`config.mk`:
```
export PLATFORM = sky130hd
export DESIGN_NAME = morra_torneo_ctrl
export DESIGN_NICKNAME = d
export VERILOG_FILES = /design/src/rtl/morra_torneo_ctrl.sv
export SDC_FILE = /design/constraint.sdc
export NUM_CORES = 1
export LEC_CHECK = 0
export CELL_PAD_IN_SITES_DETAIL_PLACEMENT = 0
export CELL_PAD_IN_SITES_GLOBAL_PLACEMENT = 1
export CORE_MARGIN = 4
export CORE_UTILIZATION = 27
export DETAILED_ROUTE_END_ITERATION = 10
export PLACE_DENSITY = 0.65
export SLEW_MARGIN = 5
export SYNTH_ARGS = -nofsm -noshare
export SYNTH_HDL_FRONTEND = slang
export SYNTH_SLANG_ARGS = --single-unit
export TNS_END_PERCENT = 1
```
`constraint.sdc`:
```
create_clock -name clk -period 7.13 [get_ports clk]
set_clock_uncertainty 0.15 [all_clocks]
set_input_delay 2.139 -clock clk [delete_from_list [all_inputs] [get_ports clk]]
set_output_delay 2.139 -clock clk [all_outputs]
set_load 0.03 [all_outputs]
```
`src/rtl/morra_torneo_ctrl.sv`:
```
// Tournament sequencer for the MorraCinese game FSM: collects move pairs, issues them,
// tallies partite. Build macro MORRA_TIMEOUT_EN adds a second-move forfeit timeout.
module morra_torneo_ctrl #(
    parameter int N_PARTITE   = 3,
    parameter int W           = 4,
    parameter int TIMEOUT_CYC = 255
) (
    input  logic         clk,
    input  logic         RESET,
    input  logic         START,
    input  logic         M1_VALID,
    input  logic [1:0]   M1,
    output logic         M1_READY,
    input  logic         M2_VALID,
    input  logic [1:0]   M2,
    output logic         M2_READY,
    output logic [1:0]   PRIMO,
    output logic [1:0]   SECONDO,
    output logic         INIZIO,
    input  logic [1:0]   MANCHE,
    input  logic [1:0]   PARTITA,
    output logic [1:0]   MANCHE_OUT,
    output logic [W-1:0] VINTE1,
    output logic [W-1:0] VINTE2,
    output logic [1:0]   TORNEO,
`ifdef MORRA_TIMEOUT_EN
    output logic         TIMEOUT_EVT,
`endif
    output logic         BUSY,
    output logic         DONE
);

    if ((N_PARTITE < 1) || (N_PARTITE > 15) || ((N_PARTITE % 2) == 0) ||
        ((1 << W) <= N_PARTITE) || (TIMEOUT_CYC < 1)) begin : g_param_check
        $error("morra_torneo_ctrl: invalid parameter set");
    end

    localparam logic [W-1:0] HALF = W'(N_PARTITE / 2);
    localparam logic [W-1:0] NP   = W'(N_PARTITE);

    typedef enum logic [2:0] {
        S_IDLE    = 3'd0,
        S_COLLECT = 3'd1,
        S_ISSUE   = 3'd2,
        S_RESULT  = 3'd3,
        S_FINE    = 3'd4
    } state_t;

    state_t         state_r;
    logic [1:0]     lat1_r, lat2_r;
    logic           lat1_v_r, lat2_v_r;
    logic           first_manche_r;
    logic [W-1:0]   idx_r;

    logic           hs1_s, hs2_s, both_s, part_end_s, fine_s;
    logic [1:0]     primo_s, secondo_s, p_code_s, torneo_nxt_s;
    logic [W-1:0]   v1_nxt_s, v2_nxt_s, idx_nxt_s;

`ifdef MORRA_TIMEOUT_EN
    localparam int          TW       = $clog2(TIMEOUT_CYC + 1);
    localparam logic [TW-1:0] TMO_LAST = TW'(TIMEOUT_CYC - 1);
    logic [TW-1:0]  tmo_cnt_r;
    logic           tmo_fire_s;
    logic           tmo_run_s;
`endif

    // Handshakes, partita-end detection and next counter values shared by RESULT and timeout
    always_comb begin
        hs1_s     = (state_r == S_COLLECT) && M1_VALID && M1_READY && (M1 != 2'b00);
        hs2_s     = (state_r == S_COLLECT) && M2_VALID && M2_READY && (M2 != 2'b00);
        both_s    = (lat1_v_r || hs1_s) && (lat2_v_r || hs2_s);
        primo_s   = hs1_s ? M1 : lat1_r;
        secondo_s = hs2_s ? M2 : lat2_r;
`ifdef MORRA_TIMEOUT_EN
        tmo_run_s  = (state_r == S_COLLECT) && (lat1_v_r != lat2_v_r) && !both_s;
        tmo_fire_s = tmo_run_s && (tmo_cnt_r == TMO_LAST);
        if (tmo_fire_s) begin
            p_code_s = lat1_v_r ? 2'b01 : 2'b10;
        end else begin
            p_code_s = PARTITA;
        end
        part_end_s = tmo_fire_s ||
                     ((state_r == S_RESULT) && (MANCHE != 2'b00) && (PARTITA != 2'b00));
`else
        p_code_s   = PARTITA;
        part_end_s = (state_r == S_RESULT) && (MANCHE != 2'b00) && (PARTITA != 2'b00);
`endif
        v1_nxt_s  = VINTE1 + W'(p_code_s == 2'b01);
        v2_nxt_s  = VINTE2 + W'(p_code_s == 2'b10);
        idx_nxt_s = idx_r + W'(1);
        fine_s    = (v1_nxt_s > HALF) || (v2_nxt_s > HALF) || (idx_nxt_s == NP);
        if (v1_nxt_s > v2_nxt_s) begin
            torneo_nxt_s = 2'b01;
        end else if (v2_nxt_s > v1_nxt_s) begin
            torneo_nxt_s = 2'b10;
        end else begin
            torneo_nxt_s = 2'b11;
        end
    end

    // Sequencer: state, move latches, tallies and every registered output
    always_ff @(posedge clk) begin
        if (RESET) begin
            state_r        <= S_IDLE;
            lat1_r         <= 2'b00;
            lat2_r         <= 2'b00;
            lat1_v_r       <= 1'b0;
            lat2_v_r       <= 1'b0;
            first_manche_r <= 1'b0;
            idx_r          <= '0;
            M1_READY       <= 1'b0;
            M2_READY       <= 1'b0;
            PRIMO          <= 2'b00;
            SECONDO        <= 2'b00;
            INIZIO         <= 1'b0;
            MANCHE_OUT     <= 2'b00;
            VINTE1         <= '0;
            VINTE2         <= '0;
            TORNEO         <= 2'b00;
            BUSY           <= 1'b0;
            DONE           <= 1'b0;
`ifdef MORRA_TIMEOUT_EN
            tmo_cnt_r      <= '0;
            TIMEOUT_EVT    <= 1'b0;
`endif
        end else begin
`ifdef MORRA_TIMEOUT_EN
            TIMEOUT_EVT <= 1'b0;
            if (tmo_run_s && !tmo_fire_s) begin
                tmo_cnt_r <= tmo_cnt_r + TW'(1);
            end else begin
                tmo_cnt_r <= '0;
            end
`endif
            case (state_r)
                S_IDLE, S_FINE: begin
                    if (START) begin
                        state_r        <= S_COLLECT;
                        lat1_v_r       <= 1'b0;
                        lat2_v_r       <= 1'b0;
                        first_manche_r <= 1'b1;
                        idx_r          <= '0;
                        M1_READY       <= 1'b1;
                        M2_READY       <= 1'b1;
                        MANCHE_OUT     <= 2'b00;
                        VINTE1         <= '0;
                        VINTE2         <= '0;
                        TORNEO         <= 2'b00;
                        BUSY           <= 1'b1;
                        DONE           <= 1'b0;
                    end
                end
                S_COLLECT: begin
                    if (hs1_s) begin
                        lat1_r   <= M1;
                        lat1_v_r <= 1'b1;
                        M1_READY <= 1'b0;
                    end
                    if (hs2_s) begin
                        lat2_r   <= M2;
                        lat2_v_r <= 1'b1;
                        M2_READY <= 1'b0;
                    end
                    if (both_s) begin
                        state_r <= S_ISSUE;
                        PRIMO   <= primo_s;
                        SECONDO <= secondo_s;
                        INIZIO  <= first_manche_r;
                    end
                end
                S_ISSUE: begin
                    state_r <= S_RESULT;
                    PRIMO   <= 2'b00;
                    SECONDO <= 2'b00;
                    INIZIO  <= 1'b0;
                end
                S_RESULT: begin
                    // A rejected pair (MANCHE=00) keeps first_manche so INIZIO is retried
                    state_r    <= S_COLLECT;
                    MANCHE_OUT <= MANCHE;
                    lat1_v_r   <= 1'b0;
                    lat2_v_r   <= 1'b0;
                    M1_READY   <= 1'b1;
                    M2_READY   <= 1'b1;
                    if (MANCHE != 2'b00) begin
                        first_manche_r <= 1'b0;
                    end
                end
                default: begin
                    state_r <= S_IDLE;
                end
            endcase
            if (part_end_s) begin
                VINTE1         <= v1_nxt_s;
                VINTE2         <= v2_nxt_s;
                idx_r          <= idx_nxt_s;
                first_manche_r <= 1'b1;
                lat1_v_r       <= 1'b0;
                lat2_v_r       <= 1'b0;
`ifdef MORRA_TIMEOUT_EN
                TIMEOUT_EVT    <= tmo_fire_s;
`endif
                if (fine_s) begin
                    state_r  <= S_FINE;
                    BUSY     <= 1'b0;
                    DONE     <= 1'b1;
                    TORNEO   <= torneo_nxt_s;
                    M1_READY <= 1'b0;
                    M2_READY <= 1'b0;
                end else begin
                    state_r  <= S_COLLECT;
                    M1_READY <= 1'b1;
                    M2_READY <= 1'b1;
                end
            end
        end
    end

endmodule

```
==> impl_metrics.py <==
metrics = {
    "floorplan": {
        "core_um2": 6310,
        "ios": 34,
        "die_h_um": 88.5,
        "start_util": 0.277,
        "die_x_um": 88.5,
        "dieArea_um2": 7830,
        "std_cell_rows": 29,
    },
    "synthesis": {
        "async_flop_share": 0,
        "synth-seq-cells": 35,
        "synth-edff-count": 0,
        "synth_top_area_share": 0.400,
        "ys_warn_count": 0,
        "ys_types": 40,
        "synthesis.nets": 222,
        "synth_ff_type": "dfxtp_1",
        "netlist_top_cells_count": "dfxtp_1, nor2_1, a21oi_1",
        "synth_area_per_cell_um2": 8.80,
        "synth_area_leaders": "dfxtp_1, ha_1, nor2_1",
        "synth.most_common_cell": "dfxtp_1",
        "netlist_instances": 199,
        "yosysTopAreaCell": "dfxtp_1",
        "syn_area_um2": 1750,
        "ys_seq_area_frac": 0.400,
    },
    "worst_setup_path": {
        "path_delay_family": "buffers and inverters",
        "worstPathRequired_ns": 7.16,
        "r2r_setup_slack_ns": 4.78,
        "crit_path_start": "PARTITA[0]",
        "slowest_stage": "clkdlybuf4s50_1",
        "crit_path_start_kind": "primary input",
        "crit_path_end_kind": "flop",
        "path_cells": "clkdlybuf4s50_1 > nor2b_1 > ha_1 > nand3_1 > xnor2_1 > inv_1 > ha_1 > nand2_1 > o21ai_0 > a211oi_1 > a41o_1",
        "crit_fanout": 4,
        "path_class": "in2reg",
        "arrival_ns": 4.55,
        "critical_path_buf_inv_count": 2,
        "slowest_delay_ns": 0.52,
        "critPathMostFrequentCell": "ha_1",
        "r2r-start": "VINTE1[0]$_SDFFE_PP0P_",
    },
    "pwr": {
        "ir_drop_mv": 0.0728,
        "p_per_area_nw_per_um2": 172,
        "p_leak_uw": 0.000860,
    },
    "detailed_routing": {
        "drt_iter0_markers": 60,
        "wl_met2_mm": 1.74,
        "routedLengthMet1_mm": 2.22,
        "routedWlPerCell_um": 13.3,
        "wl_mm": 4.14,
        "met3_wirelength_um": 114,
        "avgViaCountPerCell": 4.74,
        "antenna_left": 0,
        "drcViolationCount": 0,
        "routed.top_layer": "met4",
        "dr.pass1.iters": 4,
        "num_vias": 1473,
    },
    "global_routing": {
        "grt_max_degree": 32,
        "grt_overflow": 0,
        "grt_pass1_wl_mm": 7.08,
        "grtUsageTotal": 0.116,
        "grt_pass1_vias": 1459,
        "antenna_found_initial": 0,
    },
    "placed_design": {
        "numPortBuffers": 33,
        "dp_hpwl_mm": 3.01,
        "globalplace.congestion": 0.775,
        "dp_cells": 304,
    },
    "final_layout": {
        "diodes": 0,
        "fin_util": 0.355,
        "syn2layout_area_growth_pct": 28.2,
        "drive_gt1_frac": 0.0684,
        "nets": 257,
        "stdcell_count": 311,
    },
    "timing": {
        "hold_viol": 0,
        "post-route-period-util": 0.633,
        "setup_viol_count_final": 0,
        "setup_tns_ns": 0,
        "worst_slew_pin_slew_ns": 0.581,
        "slew_headroom": 0.612,
        "fmax_mhz": 222,
        "period_minus_slack_ns": 4.51,
        "maxSlewViolCount": 0,
        "rsz0062_at_grt": "no",
    },
    "clock_tree": {
        "htree_levels": 2,
        "post-cts-setup-buffers": 0,
        "clk_latency_ns": 0.28,
        "cts.repair.resized": 0,
        "clkTransAtPathRegs_ns": 0.07,
        "cts_tree": "done",
        "numCtsBuffers": 5,
        "cts_buffer_depth": 2,
        "cts-root-buf": "clkbuf_8",
        "cts_hold_buf": 0,
        "cts_sinks": 35,
    },
    "status": {
        "status": "finished, final reports clean",
    },
    "hold_path": {
        "hp-class": "reg2reg",
        "hold_path_startpoint": "DONE$_SDFF_PP0_",
    },
    "run": {
        "maxCapViolCount": 0,
    },
}
-- per-stage QoR --
step                hold slack (ns)  setup slack [ns]  power, µW  instance area (µm²)
finish                        0.306              2.62        387                 2240
global route                  0.341              2.37        406                 2240
CTS                           0.311              2.62        396                 2240
detailed placement            0.300              2.32        244                 2160
global placement              0.302              2.35        245                 2160
floorplan                     0.305              3.13        226                 1750
-- worst paths after layout --
check                                       endpoint  depth (start not counted)
worst min-delay path                 DONE$_SDFF_PP0_                          2
worst max-delay path            TORNEO[0]$_SDFF_PP0_                         11
worst max register to register  TORNEO[0]$_SDFF_PP0_                          9
worst min register to register       DONE$_SDFF_PP0_                          2
-- power by group --
group / switching, µW / internal (µW)
clock network: 71.5 / 75.9
registers: 2.73 / 198
logic: 21.7 / 16.4
-- worst min-delay path, cell delays in order, from the launching register on --
cell and delay [ns]:
dfxtp_1 0.31, nand2_1 0.05, a21oi_1 0.05
-- routing by layer --
layer	vias up	global-route usage
li1	777	-
met1	669	0.171
met2	23	0.165
met3	4	0.0233
met4	0	0.0412
met5	-	0
-- cell families (layout without fill, tap and decap cells) --
kind of cell | count (synthesis) | in the layout | synth area share
multiplexers | 5 | 5 | 0.0286
AO/OA/AOI/OAI | 56 | 56 | 0.224
adder cells (fa/ha/maj) | 10 | 10 | 0.0715
AND/OR/NAND/NOR | 72 | 72 | 0.201
flip-flops | 35 | 35 | 0.400
buffers and inverters | 17 | 52 | 0.0422
XOR/XNOR | 4 | 4 | 0.0329
-- placed cells by master, fill, tap and decap left out, types with 3 or more instances in the layout --
| cell | instances |
|---|---|
| clkdlybuf4s50_1 | 33 |
| dfxtp_1 | 35 |
| o2bb2ai_1 | 4 |
| nor2b_1 | 4 |
| o211a_1 | 3 |
| a21oi_1 | 20 |
| o21ai_0 | 5 |
| ha_1 | 10 |
| clkbuf_8 | 6 |
| nor2_1 | 27 |
| nand2b_1 | 3 |
| a21boi_0 | 6 |
| nand3_1 | 15 |
| mux2i_1 | 5 |
| xnor2_2 | 3 |
| nand2_1 | 11 |
| inv_1 | 10 |
| o21a_1 | 3 |
| a31oi_1 | 3 |
-- cell type report --
class,instances,area [µm²]
Clock buffer,6,82.6
Inverter,10,37.5
Tap cell,77,96.3
Fill cell,675,4070
Clock inverter,1,5.00
Sequential cell,35,701
Timing Repair Buffer,35,345
Multi-Input combinational cell,147,976
-- flip-flops by register name, summed over array words and instances (netlist names), 2 cells and up --
register	flops
VINTE1	4
TORNEO	2
state_r	3
PRIMO	2
lat1_r	2
SECONDO	2
lat2_r	2
MANCHE_OUT	2
idx_r	4
VINTE2	4
No activity file was read; power rests on OpenSTA's default activity.
